`src/rtl/id_stage.sv`:
```
// id_stage: RV32I decode / operand-fetch stage for OP and OP-IMM formats.
// Holds the 32-entry register file (with a write-back port) and the ID/EX
// pipeline register that drives the ALU operand and function inputs.
//
// Handshake (both sides are strict valid/ready): a transfer happens on a
// rising edge where valid && ready are both high. Once valid is raised, the
// payload stays stable until the transfer. Upstream: instr_valid/instr_ready.
// Downstream: ex_valid/ex_ready. instr_ready = !ex_valid || ex_ready, so the
// stage accepts a new instruction only when the ID/EX slot is empty or is
// being drained in the same cycle.
module id_stage #(
  parameter int XLEN  = 32,
  parameter int NREGS = 32
) (
  input  logic            clk,
  input  logic            rst_n,
  input  logic            instr_valid,
  output logic            instr_ready,
  input  logic [31:0]     instr,
  input  logic            wb_en,
  input  logic [4:0]      wb_addr,
  input  logic [XLEN-1:0] wb_data,
  output logic            ex_valid,
  input  logic            ex_ready,
  output logic [XLEN-1:0] ex_rs1,
  output logic [XLEN-1:0] ex_rs2,
  output logic [2:0]      ex_funct3,
  output logic [6:0]      ex_funct7,
  output logic [4:0]      ex_rd_addr,
  output logic            ex_we,
  output logic            ex_illegal
);

  localparam logic [6:0] OPC_OP     = 7'b0110011;
  localparam logic [6:0] OPC_OP_IMM = 7'b0010011;

  logic [XLEN-1:0] regs [NREGS];

  logic [6:0] opcode;
  logic [2:0] funct3;
  logic [6:0] funct7;
  logic [4:0] rs1_idx;
  logic [4:0] rs2_idx;
  logic [4:0] rd_idx;

  assign opcode  = instr[6:0];
  assign rd_idx  = instr[11:7];
  assign funct3  = instr[14:12];
  assign rs1_idx = instr[19:15];
  assign rs2_idx = instr[24:20];
  assign funct7  = instr[31:25];

  logic accept;
  assign instr_ready = !ex_valid || ex_ready;
  assign accept      = instr_valid && instr_ready;

  // Register file write port; x0 is never written so it always stays zero.
  always_ff @(posedge clk) begin
    if (!rst_n) begin
      for (int i = 0; i < NREGS; i++) regs[i] <= '0;
    end else if (wb_en && (wb_addr != 5'd0)) begin
      regs[wb_addr] <= wb_data;
    end
  end

  logic [XLEN-1:0] rs1_val;
  logic [XLEN-1:0] rs2_val;

  // Source reads with same-cycle write-back bypass; x0 reads as zero.
  always_comb begin
    rs1_val = regs[rs1_idx];
    rs2_val = regs[rs2_idx];
    if (wb_en && (wb_addr != 5'd0) && (wb_addr == rs1_idx)) rs1_val = wb_data;
    if (wb_en && (wb_addr != 5'd0) && (wb_addr == rs2_idx)) rs2_val = wb_data;
    if (rs1_idx == 5'd0) rs1_val = '0;
    if (rs2_idx == 5'd0) rs2_val = '0;
  end

  logic            dec_legal;
  logic [XLEN-1:0] dec_rs2;
  logic [6:0]      dec_f7;

  // Format decode: legality, operand B selection and the funct7 seen by the ALU.
  always_comb begin
    dec_legal = 1'b0;
    dec_rs2   = '0;
    dec_f7    = 7'h00;
    case (opcode)
      OPC_OP: begin
        if ((funct7 == 7'h00) ||
            ((funct7 == 7'h20) && ((funct3 == 3'b000) || (funct3 == 3'b101)))) begin
          dec_legal = 1'b1;
          dec_rs2   = rs2_val;
          dec_f7    = funct7;
        end
      end
      OPC_OP_IMM: begin
        case (funct3)
          3'b001: begin
            if (funct7 == 7'h00) begin
              dec_legal = 1'b1;
              dec_rs2   = {{(XLEN-5){1'b0}}, instr[24:20]};
            end
          end
          3'b101: begin
            if ((funct7 == 7'h00) || (funct7 == 7'h20)) begin
              dec_legal = 1'b1;
              dec_rs2   = {{(XLEN-5){1'b0}}, instr[24:20]};
              dec_f7    = funct7;
            end
          end
          default: begin
            // Immediate arithmetic/logic never reports funct7=0x20 to the ALU.
            dec_legal = 1'b1;
            dec_rs2   = {{(XLEN-12){instr[31]}}, instr[31:20]};
          end
        endcase
      end
      default: dec_legal = 1'b0;
    endcase
  end

  // ID/EX pipeline register: load on accept, drain on consume, hold on stall.
  always_ff @(posedge clk) begin
    if (!rst_n) begin
      ex_valid   <= 1'b0;
      ex_rs1     <= '0;
      ex_rs2     <= '0;
      ex_funct3  <= 3'd0;
      ex_funct7  <= 7'd0;
      ex_rd_addr <= 5'd0;
      ex_we      <= 1'b0;
      ex_illegal <= 1'b0;
    end else if (accept) begin
      ex_valid   <= 1'b1;
      ex_rs1     <= dec_legal ? rs1_val : '0;
      ex_rs2     <= dec_rs2;
      ex_funct3  <= dec_legal ? funct3 : 3'd0;
      ex_funct7  <= dec_f7;
      ex_rd_addr <= rd_idx;
      ex_we      <= dec_legal && (rd_idx != 5'd0);
      ex_illegal <= !dec_legal;
    end else if (ex_valid && ex_ready) begin
      ex_valid <= 1'b0;
    end
  end

endmodule

```
`config.mk`:
```
export PLATFORM = sky130hd
export DESIGN_NAME = id_stage
export DESIGN_NICKNAME = d
export VERILOG_FILES = /design/src/rtl/id_stage.sv
export SDC_FILE = /design/constraint.sdc
export NUM_CORES = 2
export LEC_CHECK = 0
export CORE_ASPECT_RATIO = 2
export CORE_MARGIN = 4
export CORE_UTILIZATION = 62
export CTS_CLUSTER_DIAMETER = 60
export DETAILED_ROUTE_END_ITERATION = 8
export GPL_TIMING_DRIVEN = 1
export HOLD_SLACK_MARGIN = 0.05
export PLACE_DENSITY = 0.88
export SLEW_MARGIN = 5
export SYNTH_ARGS = -nofsm -noshare
export SYNTH_HDL_FRONTEND = slang
export SYNTH_SLANG_ARGS = --single-unit
```
`constraint.sdc`:
```
create_clock -name clk -period 6.9 [get_ports clk]
set_clock_uncertainty 0.05 [all_clocks]
set_input_delay 1.725 -clock clk [delete_from_list [all_inputs] [get_ports clk]]
set_output_delay 1.725 -clock clk [all_outputs]
set_load 0.1 [all_outputs]
```
Word-level counts from Yosys, hierarchy flattened
Memory sizes are Yosys's and may differ from the RTL's.
Index checks and enable logic that the tools add are counted.
{"block": "totals", "ff_bits": 82, "latch_bits": 0, "mem_bits_rw": 1024, "mem_bits_ro": 0, "n_memories": 1}
{"memory": "regs", "words": 32, "word_bits": 32, "rd": 2, "rd_ports_with_merged_regs": 0, "wr": 32, "line": "37", "text": "logic [XLEN-1:0] regs [NREGS];"}
{"block": "classes", "add_sub_neg": 0, "multipliers": 0, "div": 0, "order_cmp": 0, "eq_ne": 7, "shift": 0, "muxes": 29, "n_bitwise": 0, "n_reduce_logical": 21}
{"operator": "$mux W32", "count": 7}
{"operator": "$pmux W32 S2", "count": 2}
{"operator": "$reduce_or A32 Y1", "count": 1}
{"operator": "$mux W7", "count": 3}
{"operator": "$mux W5", "count": 3}
{"operator": "$eq A7 B6 Y1 const B", "count": 2}
{"operator": "$pmux W7 S2", "count": 1}
{"operator": "$eq A5 B5 Y1", "count": 2}
{"operator": "$logic_not A5 Y1", "count": 2}
{"operator": "$mux W1", "count": 10}
{"operator": "$reduce_bool A5 Y1", "count": 2}
{"operator": "$eq A7 B5 Y1 const B", "count": 1}
{"operator": "$logic_and A1 B1 Y1", "count": 7}
{"operator": "$logic_not A7 Y1", "count": 1}
{"operator": "$logic_or A1 B1 Y1", "count": 4}
{"operator": "$pmux W1 S2", "count": 2}
{"operator": "$eq A3 B1 Y1 const B", "count": 1}
{"operator": "$eq A3 B3 Y1 const B", "count": 1}
{"operator": "$logic_not A3 Y1", "count": 1}
{"operator": "$mux W3", "count": 1}
{"operator": "$logic_not A1 Y1", "count": 2}
{"operator": "$reduce_bool A2 Y1", "count": 1}

Logic depth before layout (Yosys ltp)
{"block": "logic_depth", "word_depth": 7, "depth_mapped": 11, "mapped_depth_nobuf": 6}

Worst setup path after synthesis
No wires, ideal clock.
{"block": "synth_path", "kind": "input to register", "from": "input wb_addr[3]", "to": "memory regs[5][0] (enable)", "arrival_ns": 4.968, "t_required_ns": 6.384, "setup_slack_ns": 1.417, "stages": 5, "n_path_buf": 3, "path_cell_list": "buf_4 or3b_2 clkbuf_1 clkbuf_1 o21ai_0"}
{"item": "start, declared", "line": "21", "text": "input logic [4:0] wb_addr,"}
{"item": "end, declared", "line": "37"}

Worst setup path after layout
{"block": "layout_path", "from": "input ex_ready", "to": "output instr_ready"}
{"block": "layout_between", "elab_chain_cells": 1}
{"item": "start, declared", "line": "24", "text": "input logic ex_ready,"}
{"item": "$logic_or A1 B1 Y1", "line": "54", "text": "assign instr_ready = !ex_valid || ex_ready;"}
{"item": "end, declared", "line": "18", "text": "output logic instr_ready,"}
Every way passes these cells.

==> flow_summary.json <==
{
  "outcome": "finished clean",
  "synth_flop_cell": "edfxtp_1",
  "clk_pin_slew_ns": 0.07,
  "setup_viol": 0,
  "via_count": 43214,
  "dp_hpwl_mm": 119.4,
  "post_cts.repair.setup_buffers": 0,
  "core-area_um2": 92910,
  "setup_tns_ns": 0,
  "ys_top_cells_by_count": "edfxtp_1, and2_1, mux2i_1, clkbuf_1, mux4_2",
  "clock-sinks": 1106,
  "grt_pass1_vias": 44123,
  "port_buffers": 156,
  "setup_ws_ns": 1.611,
  "clk_latency_ns": 0.71,
  "chipHeight_um": 441.0,
  "hold_viol": 0,
  "end_kind": "primary output",
  "power_density_nw_per_um2": 235.9,
  "via_per_inst": 7.640,
  "total_power_mw": 15.13,
  "fin_nets": 4447,
  "async_reset_ff_share_pct": 0,
  "hp-class": "flop to flop",
  "die_x_um": 224.5,
  "final_area_um2": 64140,
  "cts-hold-fix-buffers": 0,
  "final_cells": 5656,
  "synth_cells": 4427,
  "dieArea_um2": 99010,
  "cts_buffers": 90,
  "critPathArrivalTime_ns": 3.51,
  "dp_cells": 5481,
  "first_pass_iters": 6,
  "ant_nets": 0,
  "syn_to_final_growth_pct": 10.34,
  "drv_cap": 0,
  "syn_area_um2": 58130,
  "initial_core_util_pct": 62.56,
  "peakVddDrop_v": 0.0002157,
  "placed_cell_area_um2": 61020,
  "clockBufferDepth": 3,
  "crit_type": "primary input to primary output",
  "relSlewSlack_pct": 6.178,
  "post-route-period-util_pct": 76.65,
  "rows": 158,
  "postCtsResizedCells": 0,
  "drc": 0,
  "synth_area_leaders": "edfxtp_1, mux4_2, and2_1",
  "critPathMaxFanout": 5,
  "drive_gt1_share_pct": 15.90,
  "ys_ff_latch": 1106,
  "timing.final.crit_period_ns": 5.289,
  "synth.most_common_cell": "edfxtp_1",
  "wl_mm": 194.6,
  "ys_seq_area_share_pct": 55.73,
  "yosys_warnings": 0,
  "total_leakage_power_nw": 22.22,
  "fmax_mhz": 189.1,
  "yosys.area.top_type_share_pct": 52.90,
  "wl_per_cell_um": 34.41,
  "synth-edff-count": 1024,
  "io_pins": 157,
  "slew_violations": 0,
  "grt_max_degree": 110,
  "synth_top_area_cell": "edfxtp_1",
  "worst_pin_slew_ns": 1.407,
  "place_ws_ns": 1.617,
  "cp_data_required_time_ns": 5.12,
  "htree_levels": 3,
  "grt_usage_pct": 38.67,
  "globalplace.congestion": 0.9554,
  "grt_pass1_wl_mm": 280.3,
  "grt_overflow_total": 0,
  "rsz0062_at_grt": "no",
  "ys_types": 61,
  "cts_tree": "done",
  "root_buffer": "clkbuf_16",
  "syn_area_per_cell_um2": 13.13,
  "antenna_found_initial": 14,
  "drt_iter0_drc": 7741,
  "setup.worst_path.start_class": "primary input"
}
==> layout make-up <==
class | count | area (um2)
sequential | 1106 | 32390
fill | 5897 | 28780
multi-input combinational | 2865 | 24260
timing repair buffer | 301 | 2834
clock buffer | 109 | 2479
tap | 1200 | 1501
clock inverter | 56 | 614.3
inverter | 9 | 33.78
antenna | 10 | 25.02
==> cells in the final DEF (no fill, tap or decap), drive strengths merged, types with 68 or more instances in the layout <==
cell type and instances:
edfxtp 1024, a22oi 219, a211oi 71, o21ai 88
nand2 75, nor2b 72, nor2 71, nand3 68
nor3 193, and2 809, dfxtp 82, mux4 246
buf 151, a21oi 105, mux2i 448, clkbuf 109
clkdlybuf4s50 150
==> cell families (layout without fill, tap and decap cells) <==
| kind of cell | count (synthesis) | after routing | share of synthesized area, % |
|---|---|---|---|
| multiplexers | 723 | 723 | 17.81 |
| AND/OR/NAND/NOR | 1443 | 1443 | 14.50 |
| AO/OA/AOI/OAI | 656 | 656 | 8.066 |
| other | 1 | 42 | 0.006452 |
| buffers and inverters | 487 | 475 | 3.726 |
| XOR/XNOR | 11 | 11 | 0.1657 |
| flip-flops | 1106 | 1106 | 55.73 |
==> layer usage <==
metal	routed length, um	vias to the layer above	share of wire, %	global-route usage (%)
li1	-	16781	-	-
met1	56060	20632	29	43.21
met2	91270	4384	47	61.60
met3	27270	1407	14	11.66
met4	19960	10	10	30.46
met5	63	-	0.032	0
==> path summary, 6_finish.rpt <==
path,start,to,slack (ns),cells after the start
worst max-delay path,ex_ready,instr_ready,1.61,3
worst min-delay path,ex_funct3[1]$_SDFFE_PN0P_,ex_funct3[1]$_SDFFE_PN0P_,0.41,2
worst max register to register,ex_valid$_SDFFE_PN0P_,ex_rs2[23]$_SDFFE_PN0P_,4.35,5
worst min register to register,ex_funct3[1]$_SDFFE_PN0P_,ex_funct3[1]$_SDFFE_PN0P_,0.41,2
==> stage by stage <==
stage               hold slack, ns  utilization, %
floorplan                   0.6647               -
global placement            0.3896           65.68
detailed placement          0.4014           65.68
CTS                         0.4116           69.00
global route                0.4383           69.01
finish                      0.4122           69.03
==> registers in the layout, indices dropped and copies added (netlist names) <==
register and flops:
ex_rs2 32, ex_illegal 1, ex_we 1, ex_funct3 3, ex_rs1 32, regs 1024
ex_rd_addr 5, ex_funct7 7, ex_valid 1
==> critical path, cell delays in order <==
cell and delay [ns]:
clkdlybuf4s50_1 0.45, nand2b_1 0.17, clkdlybuf4s50_1 1.16
==> report_power, final <==
group | leakage (nW) | switching (mW) | internal, mW
Clock | 1.48 | 2.52 | 2.97
Combinational | 10.3 | 1.14 | 0.646
Sequential | 10.4 | 0.201 | 7.66
Note: power is estimated with default switching activity, not from simulation.
